===== config.mk =====
export PLATFORM = sky130hd
export DESIGN_NAME = id_ex_stage
export DESIGN_NICKNAME = d
export VERILOG_FILES = /design/src/rtl/pipe_pkg.sv /design/src/rtl/hazard_detect.sv /design/src/rtl/id_ex_stage.sv
export SDC_FILE = /design/constraint.sdc
export NUM_CORES = 1
export LEC_CHECK = 0
export ABC_AREA = 0
export BUFFER_PORTS_ARGS = -buffer_cell sky130_fd_sc_hd__buf_2
export CORE_AREA = 4 4 154 156
export DETAILED_ROUTE_END_ITERATION = 8
export DIE_AREA = 0 0 158 160
export PLACE_DENSITY = 0.73
export SETUP_SLACK_MARGIN = 0.02
export SYNTH_ARGS = -nofsm -noshare
export SYNTH_HDL_FRONTEND = slang
export SYNTH_SLANG_ARGS = --single-unit
export TNS_END_PERCENT = 20

===== constraint.sdc =====
create_clock -name clk -period 1.81 [get_ports clk]
set_input_delay 0.362 -clock clk [delete_from_list [all_inputs] [get_ports clk]]
set_output_delay 0.362 -clock clk [all_outputs]
set_load 0.01 [all_outputs]

===== src/rtl/pipe_pkg.sv =====
// Shared pipeline types and encodings for the five-stage RV32 core.
package pipe_pkg;

  localparam logic [1:0] RESULT_ALU = 2'b00;
  localparam logic [1:0] RESULT_MEM = 2'b01;
  localparam logic [1:0] RESULT_PC4 = 2'b10;

  localparam logic [3:0] ALU_ADD = 4'b0010;
  localparam logic [3:0] ALU_SUB = 4'b0110;
  localparam logic [3:0] ALU_SLL = 4'b0001;
  localparam logic [3:0] ALU_XOR = 4'b0000;
  localparam logic [3:0] ALU_SRL = 4'b0101;
  localparam logic [3:0] ALU_SRA = 4'b0100;
  localparam logic [3:0] ALU_OR  = 4'b1000;
  localparam logic [3:0] ALU_AND = 4'b0011;

  typedef struct packed {
    logic       regwrite;
    logic       memwrite;
    logic       branch;
    logic       jump;
    logic       alusrc;
    logic [1:0] result_src;
    logic [3:0] alu_control;
  } ctrl_t;

  // Qualify single-bit controls with valid; result_src is only meaningful when writing back.
  function automatic ctrl_t sanitise_ctrl(ctrl_t c, logic valid);
    ctrl_t s;
    s            = c;
    s.regwrite   = c.regwrite & valid;
    s.memwrite   = c.memwrite & valid;
    s.branch     = c.branch & valid;
    s.jump       = c.jump & valid;
    s.alusrc     = c.alusrc & valid;
    s.result_src = s.regwrite ? c.result_src : RESULT_ALU;
    return s;
  endfunction

endpackage


===== src/rtl/hazard_detect.sv =====
// Load-use hazard detection and IF/ID back-pressure; purely combinational.
module hazard_detect
  import pipe_pkg::*;
#(
  parameter int unsigned RA_W = 5
) (
  input  logic            ex_valid,
  input  logic            ex_regwrite,
  input  logic [1:0]      ex_result_src,
  input  logic [RA_W-1:0] ex_rd,
  input  logic            id_valid,
  input  logic [RA_W-1:0] id_rs1,
  input  logic [RA_W-1:0] id_rs2,
  input  logic            ex_pc_src,
  input  logic            ex_stall,
  output logic            lu,
  output logic            stall_fd,
  output logic            flush_fd
);

  // regwrite first so a garbage result_src on stores/branches cannot leak through
  assign lu = ex_valid & ex_regwrite & (ex_result_src == RESULT_MEM) & (ex_rd != '0) &
              id_valid & ((ex_rd == id_rs1) | (ex_rd == id_rs2));

  // A taken redirect makes the dependent instruction wrong-path, so it is flushed, not held.
  assign stall_fd = ex_stall | (lu & ~ex_pc_src);
  assign flush_fd = ex_pc_src & ~ex_stall;

endmodule


===== src/rtl/id_ex_stage.sv =====
// ID/EX pipeline register with load-use bubble insertion, flush and bubble counter.
module id_ex_stage
  import pipe_pkg::*;
#(
  parameter int unsigned XLEN  = 32,
  parameter int unsigned RA_W  = 5,
  parameter int unsigned CNT_W = 16
) (
  input  logic             clk,
  input  logic             rst_n,
  input  logic             id_valid,
  input  logic             id_regwrite,
  input  logic             id_memwrite,
  input  logic             id_branch,
  input  logic             id_jump,
  input  logic             id_alusrc,
  input  logic [1:0]       id_result_src,
  input  logic [3:0]       id_alu_control,
  input  logic [XLEN-1:0]  id_rs1_data,
  input  logic [XLEN-1:0]  id_rs2_data,
  input  logic [XLEN-1:0]  id_imm,
  input  logic [XLEN-1:0]  id_pc,
  input  logic [XLEN-1:0]  id_pc_plus4,
  input  logic [RA_W-1:0]  id_rs1,
  input  logic [RA_W-1:0]  id_rs2,
  input  logic [RA_W-1:0]  id_rd,
  input  logic             ex_pc_src,
  input  logic             ex_stall,
  input  logic             cnt_clr,
  output logic             ex_valid,
  output logic             ex_regwrite,
  output logic             ex_memwrite,
  output logic             ex_branch,
  output logic             ex_jump,
  output logic             ex_alusrc,
  output logic [1:0]       ex_result_src,
  output logic [3:0]       ex_alu_control,
  output logic [XLEN-1:0]  ex_rs1_data,
  output logic [XLEN-1:0]  ex_rs2_data,
  output logic [XLEN-1:0]  ex_imm,
  output logic [XLEN-1:0]  ex_pc,
  output logic [XLEN-1:0]  ex_pc_plus4,
  output logic [RA_W-1:0]  ex_rs1,
  output logic [RA_W-1:0]  ex_rs2,
  output logic [RA_W-1:0]  ex_rd,
  output logic             stall_fd,
  output logic             flush_fd,
  output logic [CNT_W-1:0] bubble_cnt
);

  localparam int unsigned DataW = 5 * XLEN + 3 * RA_W;

  logic             valid_q, valid_d;
  ctrl_t            ctrl_q, ctrl_d, ctrl_in;
  logic [DataW-1:0] data_q, data_d, data_in;
  logic [CNT_W-1:0] cnt_q, cnt_d;
  logic             lu, bubble;

  hazard_detect #(
    .RA_W(RA_W)
  ) u_hazard_detect (
    .ex_valid      (valid_q),
    .ex_regwrite   (ctrl_q.regwrite),
    .ex_result_src (ctrl_q.result_src),
    .ex_rd         (ex_rd),
    .id_valid      (id_valid),
    .id_rs1        (id_rs1),
    .id_rs2        (id_rs2),
    .ex_pc_src     (ex_pc_src),
    .ex_stall      (ex_stall),
    .lu            (lu),
    .stall_fd      (stall_fd),
    .flush_fd      (flush_fd)
  );

  assign bubble  = ex_pc_src | lu;
  assign data_in = {id_rs1_data, id_rs2_data, id_imm, id_pc, id_pc_plus4, id_rs1, id_rs2, id_rd};

  always_comb begin
    ctrl_in = sanitise_ctrl(ctrl_t'{regwrite:    id_regwrite,
                                    memwrite:    id_memwrite,
                                    branch:      id_branch,
                                    jump:        id_jump,
                                    alusrc:      id_alusrc,
                                    result_src:  id_result_src,
                                    alu_control: id_alu_control}, id_valid);
  end

  always_comb begin
    valid_d = valid_q;
    ctrl_d  = ctrl_q;
    data_d  = data_q;
    if (!ex_stall) begin
      data_d = data_in;
      ctrl_d = ctrl_in;
      if (bubble) begin
        valid_d         = 1'b0;
        ctrl_d.regwrite = 1'b0;
        ctrl_d.memwrite = 1'b0;
        ctrl_d.branch   = 1'b0;
        ctrl_d.jump     = 1'b0;
      end else begin
        valid_d = id_valid;
      end
    end
  end

  // Clear wins over increment and is honoured even while the stage is frozen.
  always_comb begin
    cnt_d = cnt_q;
    if (cnt_clr) begin
      cnt_d = '0;
    end else if (!ex_stall && bubble && (cnt_q != {CNT_W{1'b1}})) begin
      cnt_d = cnt_q + CNT_W'(1);
    end
  end

  always_ff @(posedge clk or negedge rst_n) begin
    if (!rst_n) begin
      valid_q <= 1'b0;
      ctrl_q  <= '0;
      data_q  <= '0;
      cnt_q   <= '0;
    end else begin
      valid_q <= valid_d;
      ctrl_q  <= ctrl_d;
      data_q  <= data_d;
      cnt_q   <= cnt_d;
    end
  end

  assign ex_valid       = valid_q;
  assign ex_regwrite    = ctrl_q.regwrite;
  assign ex_memwrite    = ctrl_q.memwrite;
  assign ex_branch      = ctrl_q.branch;
  assign ex_jump        = ctrl_q.jump;
  assign ex_alusrc      = ctrl_q.alusrc;
  assign ex_result_src  = ctrl_q.result_src;
  assign ex_alu_control = ctrl_q.alu_control;
  assign {ex_rs1_data, ex_rs2_data, ex_imm, ex_pc, ex_pc_plus4, ex_rs1, ex_rs2, ex_rd} = data_q;
  assign bubble_cnt     = cnt_q;

endmodule


==> summary.md <==
| Metric | Value |
|---|---|
| Total of flip-flops plus latches after synthesis | 203 |
| Worst path max stage delay | 0.45 ns |
| Worst setup path category | reg -> out |
| Standard cell core area | 22400 um2 |
| Growth of design area from synthesis to finish | 44.9% |
| DRT antenna net count | 0 |
| Routed len/inst | 17.3 um |
| Total Die Area | 25300 um2 |
| Worst hold margin | 0.0785 ns |
| Initial standard-cell utilization of the core | 0.358 |
| Area share of fa/ha/maj cells after synthesis | 0.00156 |
| Std cell rows | 55 |
| Number of failing setup endpoints in the final timing report | 18 |
| Violation count after the first detailed-route iteration | 190 |
| Simple-gate area share of the yosys netlist | 0.0527 |
| Maximum operating frequency | 444 MHz |
| Post-synthesis compound-gate area fraction | 0.0164 |
| Top delay family on crit path | flip-flops |
| Finished Cell Area | 11600 um2 |
| Reported max-cap violation count | 0 |
| Total negative slack | -3.94 ns |
| Number of hold violations in the final report | 0 |
| Share of cells above drive strength 1 | 0.704 |
| Overall global routing resource usage | 0.166 |
| Post-route clock period utilization | 1.24 |
| Number of sinks driven by the clock tree | 203 |
| CTS clk-pin slew, worst paths | 0.06 ns |
| Via total after detailed routing | 5851 |
| TritonCTS clock tree | built |
| Clock buffers created by TritonCTS | 23 |
| Clk_lat worst skew | 0.50 ns |
| Drt first pass iters | 4 |
| Netlist cell types | 41 |
| Worst IR Drop VDD | 751 uV |
| Number of buffer and inverter instances along the worst setup path | 1 |
| Maximum number of pins on one net before global-route repair | 78 |
| Initial antenna violation count | 0 |
| Cell area after synthesis | 8010 um2 |
| Placement Cell Area | 10700 um2 |
| Count of pins on the block boundary | 397 |
| Final Util | 0.518 |
| Remaining DRCs | 0 |
| Worst endpoint required time | 1.45 ns |
| Worst hold path class | in -> reg |
| Overflow after GRT | 0 |
| Vias per Instance | 4.61 |
| Post-synthesis mux area share | 0.256 |
| Endpoint arrival time on the critical path | 1.89 ns |
| Wire length of the first global-routing pass | 33900 um |
| Final WS setup | -0.440 ns |
| Share of synthesized area occupied by flip-flops and latches | 0.635 |
| Number of inserted diodes | 0 |
| Via count of the first global-routing pass | 6427 |
| Main flop type after synthesis | dfrtp_1 |
| Syn nets | 714 |
| Layout Skew | 0.00781 ns |
| Post-Place Worst Slack | -0.187 ns |
| Ratio of total power to cell area | 986 nW/um2 |
| Sum of routed wire length over all layers | 22000 um |
| Min cycle time layout | 2.25 ns |
| Setup crit start kind | flip-flop |
| Worst slew margin relative to its limit | 0.596 |
| Count of final max-slew check failures | 0 |
| Maximum fanout count along the critical path | 5 |
| Horizontal extent of the die | 158 um |
| Element type at the critical path end | output pin |
| Floorplan die height | 160 um |
| Number of synthesized flops with an enable pin | 0 |
| CTS H-Tree Depth | 1 |
| Placed wire-length estimate | 16800 um |
| Count of synthesis-stage warnings from yosys | 0 |
| RSZ-0062 raised after global routing | yes |
| Quantity of I/O buffers inserted on ports | 396 |
| Chain of cells forming the critical path | xor2_2 > nor3_2 > a22oi_2 > nor2b_4 > a21o_1 > buf_6 |
| Main combinational cell family by area after synthesis | multiplexers |
| Post-synthesis xor/xnor area fraction | 0.0230 |
| Final net count | 1164 |
| CTS max path bufs | 3 |
| Synthesized instance count | 521 |
| Transition time at the pin with the least slew margin | 0.606 ns |
| Weighted congestion reported at the end of routability-driven placement | 0.842 |
| Static leakage | 5.66 nW |
| Async set-or-reset flop fraction in the synthesized netlist | 1.00 |
| Failing checks | setup timing |
| Average cell area after synthesis | 15.4 um2 |
| Cell with the largest stage delay on the worst path | dfrtp_2 |
| Outcome | complete, but fails checks |
| Root Driver | clkbuf_16 |
[worst paths after layout]
| kind | start | end | slack [ns] | depth (start not counted) |
|---|---|---|---|---|
| worst max-delay path | data_q[2]$_DFFE_PN0N_ | stall_fd | -0.44 | 6 |
| worst min-delay path | id_branch | ex_branch$_DFFE_PN0N_ | 0.08 | 2 |
| worst max register to register | data_q[0]$_DFFE_PN0N_ | bubble_cnt[9]$_DFFE_PN0P_ | -0.25 | 7 |
| worst min register to register | data_q[13]$_DFFE_PN0N_ | data_q[13]$_DFFE_PN0N_ | 0.50 | 1 |
| max in group asynchronous | rst_n | data_q[154]$_DFFE_PN0N_ | 0.74 | 3 |
| min in group asynchronous | rst_n | bubble_cnt[5]$_DFFE_PN0P_ | 0.42 | 2 |
[cells in the mapped netlist (all sizes together) (3+ instances only)]
| library cell | count | area [um2] |
|---|---|---|
| inv | 4 | 15.0 |
| dfrtp | 203 | 5080 |
| xnor2 | 11 | 96.3 |
| mux2 | 182 | 2050 |
| nor4b | 4 | 60.1 |
| clkbuf | 20 | 75.1 |
| nand4 | 5 | 31.3 |
| buf | 6 | 36.3 |
| a22o | 4 | 35.0 |
| nand3 | 9 | 50.1 |
| nor2b | 4 | 25.0 |
| xor2 | 10 | 87.6 |
| o21ai | 3 | 15.0 |
| nor2 | 21 | 81.3 |
| nor3 | 5 | 35.0 |
| nand2 | 9 | 33.8 |
[cell families (layout without fill, tap and decap cells)]
family | after synthesis | count (layout)
adder cells (fa/ha/maj) | 1 | 1
buffers and inverters | 30 | 493
AO/OA/AOI/OAI | 16 | 16
AND/OR/NAND/NOR | 68 | 68
XOR/XNOR | 21 | 21
multiplexers | 182 | 182
flip-flops | 203 | 203
[sequential cells by signal, summed over array words and instances (netlist names)]
signal	flops
ex_memwrite	1
bubble_cnt	16
ex_jump	1
ex_result_src	2
ex_alu_control	4
ex_branch	1
ex_alusrc	1
ex_regwrite	1
data_q	175
ex_valid	1
[through the flow]
step                std cells  power, W
finish                   1269    0.0114
global placement         1224   0.00694
CTS                      1266    0.0116
global route             1269    0.0120
floorplan                 521   0.00601
detailed placement       1224   0.00700
[placed cells by master (no fill, tap or decap), types with 4 or more instances in the layout]
cell type	Yosys	routed
clkbuf_8	0	8
clkbuf_16	0	23
dfrtp_1	203	198
inv_1	4	4
nand2_1	9	9
nand3_2	1	4
nand4_1	5	5
buf_2	2	393
mux2_2	179	179
dfrtp_2	0	5
nor2_1	20	20
nor4b_2	4	4
xnor2_1	11	11
a22o_1	4	4
clkbuf_1	20	4
xor2_1	10	8
buf_4	1	45
nand3_1	8	5
buf_12	0	8
[cell type report]
type                       instances  area [um2]
fill                            1911       10800
sequential                       203        5090
multi-input combinational        288        2880
timing repair buffer             451        2520
clock buffer                      34         687
tap                              285         357
clock inverter                     4        51.3
inverter                           4        15.0
[where the power goes]
part / total, W / internal (W) / switching [W]
clock network: 0.00451 / 0.00275 / 0.00176
registers: 0.00518 / 0.00496 / 0.000219
logic: 0.00175 / 0.000907 / 0.000846
total: 0.0114 / 0.00861 / 0.00282
[timing repair]
item                                    in CTS  in global routing
endpoints found under the setup margin      22                 22
pin swaps                                    6                  7
resized for setup                            7                  6
buffers inserted                             3                  3
hold endpoints to repair                    41                  0
cloned                                       0                  0
hold buffers                                 1                  0
[worst reg2reg max path, cell delays in order (launching register included)]
cell	delay (ns)
dfrtp_2	0.45
xor2_1	0.19
nor3_2	0.09
buf_4	0.14
a221oi_2	0.55
nor2_4	0.12
nand4_1	0.11
mux2_1	0.32
[metal layers]
layer	part of all wire	vias to the layer above	track usage
li1	-	2725	-
met4	0.022	0	0.0454
met3	0.10	40	0.0583
met2	0.51	261	0.297
met5	0	-	0
met1	0.37	2825	0.185
Power figures use the tool's default switching activity.
